$ cat src/rtl/hazard_pkg.sv
// Shared types and constants for the hazard/memory sequencer.
// Latency: n/a (declarations only).
// Backpressure: n/a.
package hazard_pkg;

    // RUN sequences the pipeline; HALT is terminal until reset.
    typedef enum logic {HZ_RUN, HZ_HALT} hz_state_t;

    // Register specifier zero is hardwired and never creates a dependency.
    localparam int REG_ZERO = 0;

endpackage

$ cat src/rtl/hazard_ctrl_if.sv
// Cache port shared between instruction fetch and data access.
// Latency: combinational request strobes, hits come back from the cache.
// Backpressure: a request stays asserted until its matching hit strobe.
interface hazard_ctrl_if;
    logic ihit;
    logic dhit;
    logic imemREN;
    logic dmemREN;
    logic dmemWEN;

    modport master (input ihit, input dhit, output imemREN, output dmemREN, output dmemWEN);
    modport slave  (output ihit, output dhit, input imemREN, input dmemREN, input dmemWEN);
endinterface

$ cat src/rtl/hazard_perf_cnt.sv
// Saturating event counter for hazard statistics.
// Latency: count visible the cycle after the increment strobe.
// Backpressure: none; sticks at all-ones instead of wrapping.
module hazard_perf_cnt #(
    parameter int CNT_W = 32
) (
    input  logic             CLK,
    input  logic             RST,
    input  logic             inc,
    output logic [CNT_W-1:0] cnt
);

    logic [CNT_W-1:0] cnt_q;

    // Count events, holding at the maximum value.
    always_ff @(posedge CLK) begin
        if (RST)
            cnt_q <= '0;
        else if (inc && (cnt_q != '1))
            cnt_q <= cnt_q + CNT_W'(1);
    end

    // Output reads zero during the reset cycle itself.
    assign cnt = RST ? '0 : cnt_q;

endmodule

$ cat src/rtl/hazard_ctrl.sv
// Hazard/memory sequencer: arbitrates the cache port, drives latch enables/flushes, halt drain, watchdog.
// Latency: all strobes combinational from registered state plus inputs; state updates next edge.
// Backpressure: any outstanding cache miss stalls every latch. Macro HAZARD_PERF_EN adds perf counters.
module hazard_ctrl
    import hazard_pkg::*;
#(
    parameter int REG_AW  = 5,
    parameter int TIMEOUT = 256,
    parameter int CNT_W   = 32
) (
    input  logic              CLK,
    input  logic              RST,
    hazard_ctrl_if.master     mem,
    input  logic              exme_dren,
    input  logic              exme_dwen,
    input  logic              idex_memread,
    input  logic [REG_AW-1:0] idex_rt,
    input  logic [REG_AW-1:0] ifid_rs,
    input  logic [REG_AW-1:0] ifid_rt,
    input  logic              branch_taken,
    input  logic              halt_mewb,
    output logic              pc_en,
    output logic              ifid_en,
    output logic              idex_en,
    output logic              exmem_en,
    output logic              memwb_en,
    output logic              ifid_flush,
    output logic              idex_flush,
    output logic              halted,
    output logic              mem_err,
    output logic [CNT_W-1:0]  stall_cnt,
    output logic [CNT_W-1:0]  lu_cnt,
    output logic [CNT_W-1:0]  flush_cnt
);

    localparam bit WD_EN = (TIMEOUT > 0);
    localparam int WC_W  = (TIMEOUT > 1) ? $clog2(TIMEOUT) : 1;

    hz_state_t        state_q, state_d;
    logic             dfin_q, dfin_d;
    logic [WC_W-1:0]  wait_q, wait_d;
    logic             mem_err_q, mem_err_d;

    logic run, active, dpend, adv, load_use, hit_acc;

    // RUN cycles that are not the halt-drain cycle and not under reset drive the port.
    assign run      = (state_q == HZ_RUN);
    assign active   = run & ~halt_mewb & ~RST;
    assign dpend    = (exme_dren | exme_dwen) & ~dfin_q;
    assign hit_acc  = dpend ? mem.dhit : mem.ihit;
    assign adv      = active & mem.ihit & ~dpend;
    assign load_use = idex_memread & (idex_rt != REG_AW'(REG_ZERO))
                    & ((idex_rt == ifid_rs) | (idex_rt == ifid_rt));

    assign mem.dmemREN = active & exme_dren & ~dfin_q;
    assign mem.dmemWEN = active & exme_dwen & ~dfin_q;
    assign mem.imemREN = active & ~dpend;

    assign exmem_en   = adv;
    assign memwb_en   = adv;
    assign idex_en    = adv;
    assign pc_en      = adv & (~load_use | branch_taken);
    assign ifid_en    = adv & (~load_use | branch_taken);
    assign idex_flush = adv & (load_use | branch_taken);
    assign ifid_flush = adv & branch_taken;

    assign halted  = (state_q == HZ_HALT) & ~RST;
    assign mem_err = mem_err_q & ~RST;

    // Next-state: data-done flag, watchdog wait counter, halt entry.
    always_comb begin
        state_d   = state_q;
        dfin_d    = dfin_q;
        wait_d    = wait_q;
        mem_err_d = mem_err_q;
        if (run) begin
            if (halt_mewb) begin
                state_d = HZ_HALT;
            end else begin
                if (dpend & mem.dhit)
                    dfin_d = 1'b1;
                if (adv)
                    dfin_d = 1'b0;
                if (hit_acc) begin
                    wait_d = '0;
                end else if (WD_EN) begin
                    if (wait_q == WC_W'(TIMEOUT - 1)) begin
                        mem_err_d = 1'b1;
                        state_d   = HZ_HALT;
                    end else begin
                        wait_d = wait_q + WC_W'(1);
                    end
                end
            end
        end
    end

    // Sequencer state registers; reset abandons any access in flight.
    always_ff @(posedge CLK) begin
        if (RST) begin
            state_q   <= HZ_RUN;
            dfin_q    <= 1'b0;
            wait_q    <= '0;
            mem_err_q <= 1'b0;
        end else begin
            state_q   <= state_d;
            dfin_q    <= dfin_d;
            wait_q    <= wait_d;
            mem_err_q <= mem_err_d;
        end
    end

`ifdef HAZARD_PERF_EN
    logic stall_inc, lu_inc, flush_inc;
    assign stall_inc = run & ~RST & ~adv;
    assign lu_inc    = adv & load_use & ~branch_taken;
    assign flush_inc = adv & branch_taken;

    hazard_perf_cnt #(.CNT_W(CNT_W)) u_stall_cnt (.CLK(CLK), .RST(RST), .inc(stall_inc), .cnt(stall_cnt));
    hazard_perf_cnt #(.CNT_W(CNT_W)) u_lu_cnt    (.CLK(CLK), .RST(RST), .inc(lu_inc),    .cnt(lu_cnt));
    hazard_perf_cnt #(.CNT_W(CNT_W)) u_flush_cnt (.CLK(CLK), .RST(RST), .inc(flush_inc), .cnt(flush_cnt));
`else
    assign stall_cnt = '0;
    assign lu_cnt    = '0;
    assign flush_cnt = '0;
`endif

endmodule

$ cat src/flat_wrapper.sv
// flat-port wrapper written by rule: the top's interface ports become plain ports
module hazard_ctrl_flat import hazard_pkg::*;
#(
    parameter int REG_AW  = 5,
    parameter int TIMEOUT = 256,
    parameter int CNT_W   = 32
)
  (CLK, RST, exme_dren, exme_dwen, idex_memread, idex_rt, ifid_rs, ifid_rt, branch_taken, halt_mewb, pc_en, ifid_en, idex_en, exmem_en, memwb_en, ifid_flush, idex_flush, halted, mem_err, stall_cnt, lu_cnt, flush_cnt, mem_ihit, mem_dhit, mem_imemREN, mem_dmemREN, mem_dmemWEN);
  hazard_ctrl_if mem_i ();
  input  logic CLK;
  input  logic RST;
  input  logic exme_dren;
  input  logic exme_dwen;
  input  logic idex_memread;
  input  logic [REG_AW-1:0] idex_rt;
  input  logic [REG_AW-1:0] ifid_rs;
  input  logic [REG_AW-1:0] ifid_rt;
  input  logic branch_taken;
  input  logic halt_mewb;
  output logic pc_en;
  output logic ifid_en;
  output logic idex_en;
  output logic exmem_en;
  output logic memwb_en;
  output logic ifid_flush;
  output logic idex_flush;
  output logic halted;
  output logic mem_err;
  output logic [CNT_W-1:0] stall_cnt;
  output logic [CNT_W-1:0] lu_cnt;
  output logic [CNT_W-1:0] flush_cnt;
  input wire logic [$bits(mem_i.ihit)-1:0] mem_ihit;
  input wire logic [$bits(mem_i.dhit)-1:0] mem_dhit;
  output wire logic [$bits(mem_i.imemREN)-1:0] mem_imemREN;
  output wire logic [$bits(mem_i.dmemREN)-1:0] mem_dmemREN;
  output wire logic [$bits(mem_i.dmemWEN)-1:0] mem_dmemWEN;
  assign mem_i.ihit = mem_ihit;
  assign mem_i.dhit = mem_dhit;
  assign mem_imemREN = mem_i.imemREN;
  assign mem_dmemREN = mem_i.dmemREN;
  assign mem_dmemWEN = mem_i.dmemWEN;
  hazard_ctrl #(.REG_AW(REG_AW), .TIMEOUT(TIMEOUT), .CNT_W(CNT_W)) u_core (.CLK(CLK), .RST(RST), .mem(mem_i), .exme_dren(exme_dren), .exme_dwen(exme_dwen), .idex_memread(idex_memread), .idex_rt(idex_rt), .ifid_rs(ifid_rs), .ifid_rt(ifid_rt), .branch_taken(branch_taken), .halt_mewb(halt_mewb), .pc_en(pc_en), .ifid_en(ifid_en), .idex_en(idex_en), .exmem_en(exmem_en), .memwb_en(memwb_en), .ifid_flush(ifid_flush), .idex_flush(idex_flush), .halted(halted), .mem_err(mem_err), .stall_cnt(stall_cnt), .lu_cnt(lu_cnt), .flush_cnt(flush_cnt));
endmodule
$ cat config.mk
export PLATFORM = sky130hd
export DESIGN_NAME = hazard_ctrl_flat
export DESIGN_NICKNAME = d
export VERILOG_FILES = /design/src/rtl/hazard_pkg.sv /design/src/rtl/hazard_ctrl_if.sv /design/src/rtl/hazard_perf_cnt.sv /design/src/rtl/hazard_ctrl.sv /design/src/flat_wrapper.sv
export SDC_FILE = /design/constraint.sdc
export NUM_CORES = 1
export LEC_CHECK = 0
export BUFFER_PORTS_ARGS = -buffer_cell sky130_fd_sc_hd__buf_2
export CORE_MARGIN = 8
export CORE_UTILIZATION = 40
export DETAILED_ROUTE_END_ITERATION = 16
export GPL_TIMING_DRIVEN = 0
export MAX_ROUTING_LAYER = met4
export PLACE_DENSITY = 0.84
export SETUP_SLACK_MARGIN = 0.2
export SYNTH_ARGS = -nofsm -noshare
export SYNTH_HDL_FRONTEND = slang
export SYNTH_SLANG_ARGS = --single-unit
$ cat constraint.sdc
create_clock -name CLK -period 6.6 [get_ports CLK]
set_clock_uncertainty 0.1 [all_clocks]
set_input_delay 1.98 -clock CLK [delete_from_list [all_inputs] [get_ports CLK]]
set_output_delay 1.98 -clock CLK [all_outputs]
set_load 0.05 [all_outputs]
==> Word level (Yosys, flattened, before mapping) <==
Index checks and enable logic that the tools add are counted.
{ "totals": {"regBits": 11, "output_inout_bits": 108, "elab_cells": 52} }
{ "op_classes": {"n_addsub": 1, "eq_ne": 4, "mux": 9, "bitwise_logic": 29, "n_reduce_logical": 5} }
{ "ops": {"columns": ["op", "count"], "rows": [
  ["AND 1 bit", 18],
  ["2-to-1 mux 8 bit", 2],
  ["equality test 5 bit", 2],
  ["adder 8 x 1 -> 8 bit, second input constant", 1],
  ["equality test 8 bit, second input constant", 1],
  ["2-to-1 mux 1 bit", 7],
  ["NOT 1 bit", 7],
  ["AND reduction 3 bit", 2],
  ["nonzero test 5 bit", 1],
  ["OR 1 bit", 4],
  ["AND reduction 4 bit", 1],
  ["!= test 2 x 1 -> 1 bit, second input constant", 1],
  ["nonzero test 2 bit", 1]
]} }

==> Depth between registers and ports, before layout <==
{ "depth": {"depth_word": 7, "mapped_depth": 5} }

==> Worst setup path after synthesis <==
Ideal clock, no wire load.
{ "synth_path": {"path_kind": "input to output", "startpoint": "input port halt_mewb", "endpoint": "output port mem_dmemREN", "t_arrival_ns": 3.965, "slack_ns": 0.555, "cell_stages": 3, "path_cell_list": "or2_1 clkbuf_2 nor4b_1"} }
{ "synth_via": {"elab_chain_len": 5} }
{ "synth_lines": {"columns": ["item", "line_no", "rtl"], "rows": [
  ["from (decl)", "flat_wrapper.sv:19", "input logic halt_mewb;"],
  ["NOT 1 bit (no line)", null, null],
  ["AND 1 bit (2 in a row)", "hazard_ctrl.sv:48", "assign active = run & ~halt_mewb & ~RST;"],
  ["AND 1 bit (2 in a row)", "hazard_ctrl.sv:55", "assign mem.dmemREN = active & exme_dren & ~dfin_q;"],
  ["to (decl)", "flat_wrapper.sv:35", "output wire logic [$bits(mem_i.dmemREN)-1:0] mem_dmemREN;"]
]} }
No other way between the ends.

==> Final worst setup path <==
{ "layout_path": {"startpoint": "input port idex_rt[0]", "endpoint": "output port pc_en"} }
{ "layout_via": {"elab_chain_len": 6, "elab_cells_between_ends": 9, "classes_between": "eq/ne (2); bitwise (6); reduce/logical (1)"} }
{ "layout_lines": {"columns": ["item", "line_no", "rtl"], "rows": [
  ["from (decl)", "flat_wrapper.sv:15", "input logic [REG_AW-1:0] idex_rt;"],
  ["equality test 5 bit / nonzero test 5 bit (equally long branches)", "hazard_ctrl.sv:53, hazard_ctrl.sv:52", null],
  ["OR 1 bit / AND 1 bit (equally long branches)", "hazard_ctrl.sv:53, hazard_ctrl.sv:52", null],
  ["AND 1 bit (*)", "hazard_ctrl.sv:53", "& ((idex_rt == ifid_rs) | (idex_rt == ifid_rt));"],
  ["NOT 1 bit (*)", "hazard_ctrl.sv:62", "assign pc_en = adv & (~load_use | branch_taken);"],
  ["OR 1 bit (*)", "hazard_ctrl.sv:62", null],
  ["AND 1 bit (*)", "hazard_ctrl.sv:62", null],
  ["to (decl)", "flat_wrapper.sv:20", "output logic pc_en;"]
]} }
Every way passes the cells marked *; elsewhere a longest branch is shown, timed or not.

==> reports/results.ini <==
[status]
status=finished, final reports clean

[worst_setup_path]
worstPathCellList=buf_2, or4_1, o21ai_0, o31a_1, buf_4, buf_2
cp_max_fo=3
start_kind=input port
crit_path_top_delay_cell=or4_1
startpoint=idex_rt[0]
endpoint_kind=output port
crit_required_ns=4.52
crit_buf_inv=3
r2r_start=u_core.wait_q[0]
worst_path_most_repeated_cell=buf_2
slowest_delay_ns=0.54
critPathTopFamily=simple AND/OR/NAND/NOR gates
worstSetupPathType=input port to output port
crit_arrival_ns=3.33

[sta]
period_share_pct=81.9
hold_viol=0
finalCriticalPeriod_ns=5.41
grt_setup_unrepaired=false
setup-tns-final_ns=0
setup_viol=0
clock.fmax_mhz=185
drv_slew=0

[finish]
finalNetCount=354
layout-drive-gt1-share_pct=42.7
utilization_pct=59.0
fin_area_um2=2160
nFillCells=344
synthToLayoutAreaGrowth_pct=41.3
insertedDiodeCount=0

[route]
route.detailed.drc=0
wl_per_cell_um=10.5
viasPerCell=3.79
drt_iter0_drc=21
ant_nets=0
routed_wl_um=3950
vias=1425
drtPass1Iterations=4

[logic_synthesis]
syn_inst=195
yosysWarnings=0
postSynthAreaPerCell_um2=7.84
yosys_most_used_dff=dfxtp_1
seq_area_frac_synth_pct=14.4
ys_ff_latch=11
synth_area_um2=1530
async_flop_share_pct=0
synth-edff-count=0
synth_cell_types=43

[floorplanning]
die_width_um=77.8
ioPinCount=132
fp.dieH_um=77.8
core_um2=3660
initial_core_util_pct=41.8
dieArea_um2=6060
rows=22

[clock_network]
clk_pin_slew_worst_paths_ns=0.05
cts_buffers=3
clockBufferDepth=2
insertion_delay_ns=0.24
cts_sinks=11
cts_tree=done
postCtsSetupBuffers=0
post_cts_resize_count=0
ctsHoldBuffers=0
htreeDepth=1
cts-root-buf=clkbuf_8

[power]
power_density_nw_per_um2=159
ir_worst_vdd_mv=0.0871
p_leak_nw=1.28

[placement]
post-dp-hpwl_um=3520
portBuffers=34
place_area_um2=2120
gp_congestion=0.777

[min_path]
worstHoldStart=u_core.mem_err_q
hold_path_class=flip-flop to flip-flop

[global_routing]
track_usage_pct=12.5
grt_max_degree=11
grt_pass1_vias=1306
antenna_found_initial=0
grt_first_pass_wirelength_um=6200
overflow=0

[flow_run]
cap_violations=0

area by class of cell:
| class | instances | area (µm²) | area share, % |
|---|---|---|---|
| Buffer | 104 | 764 | 35.4 |
| Clock buffer | 4 | 45.0 | 2.08 |
| Inverter | 2 | 7.51 | 0.347 |
| Multi-Input combinational cell | 173 | 893 | 41.3 |
| Sequential cell | 11 | 220 | 10.2 |
| Tap cell | 48 | 60.1 | 2.78 |
| Timing Repair Buffer | 34 | 170 | 7.87 |
cells by family after synthesis:
family	Yosys count	synth area share, %
and+or+nand+nor	38	14.2
DFF	11	14.4
adders and majority gates	1	0.818
AOI/OAI and AO/OA	26	12.8
muxes	2	1.31
buffers and inverters	106	50.5
xor gates and xnor gates	10	5.73
other	1	0.245
registers in the layout (all words and copies together), names as in the netlist:
register / count
u_core.dfin_q: 1
u_core.state_q: 1
u_core.wait_q: 8
u_core.mem_err_q: 1
where the power goes:
group	switching [mW]	leakage [nW]	internal [mW]	total [mW]
clock	0.0247	0.0228	0.0424	0.0671
sequential	0.00151	0.0892	0.0679	0.0694
combinational	0.152	1.17	0.0549	0.207
cell usage in the layout (no fill, tap or decap), drive strengths merged, types with 2 or more instances in the layout:
master,instances
buf,134
conb,96
dfxtp,11
nor2,10
xor2,10
clkbuf,8
nand2,5
nor3,4
nand3,4
o21ai,4
a31oi,3
a21oi,3
a211oi,3
nor4b,2
o31a,2
nor2b,2
mux2i,2
nand4b,2
inv,2
o21bai,2
Yosys cell counts, drive strengths merged, types with 2 or more instances:
library cell	count	area share [%]
buf	100	49
dfxtp	11	14
nor2	10	2.5
xor2	10	5.7
nand2	5	1.2
clkbuf	4	1.1
nand3	4	1.3
nor3	4	1.3
o21ai	4	1.3
a211oi	3	1.5
a21oi	3	0.98
a31oi	3	1.2
inv	2	0.49
mux2i	2	1.3
nand4b	2	1.1
nor2b	2	0.82
nor4b	2	1.1
o21bai	2	1.7
o31a	2	1.1
worst paths after layout:
check	endpoint	slack [ns]	cells after the start
max	pc_en	1.19	6
min	u_core.mem_err_q	0.38	2
max reg2reg	u_core.wait_q[5]	4.73	5
min reg2reg	u_core.mem_err_q	0.38	2
stage by stage:
stage          instances  power (mW)  hold slack [ns]  worst slack [ns]
5_1_grt              376       0.359            0.445              1.12
2_1_floorplan        290       0.258            0.329             0.555
4_1_cts              376       0.342            0.374              1.19
3_5_place_dp         372       0.273            0.351              1.20
3_3_place_gp         372       0.272            0.349              1.21
6_report             376       0.344            0.381              1.19
worst reg2reg max path: stages (launching register included):
cell and delay (ns):
dfxtp_1 0.41, ha_1 0.27, nand4_2 0.20, nor2_1 0.43, o41ai_1 0.13, a221oi_1 0.24
per-layer routing:
metal,GRT usage [%],up-vias,share of wire [%]
met4,5.09,0,1.9
li1,-,731,-
met5,-,-,0
met1,11.4,608,36
met3,4.49,8,9.7
met2,22.9,78,52
Power figures use the tool's default switching activity.
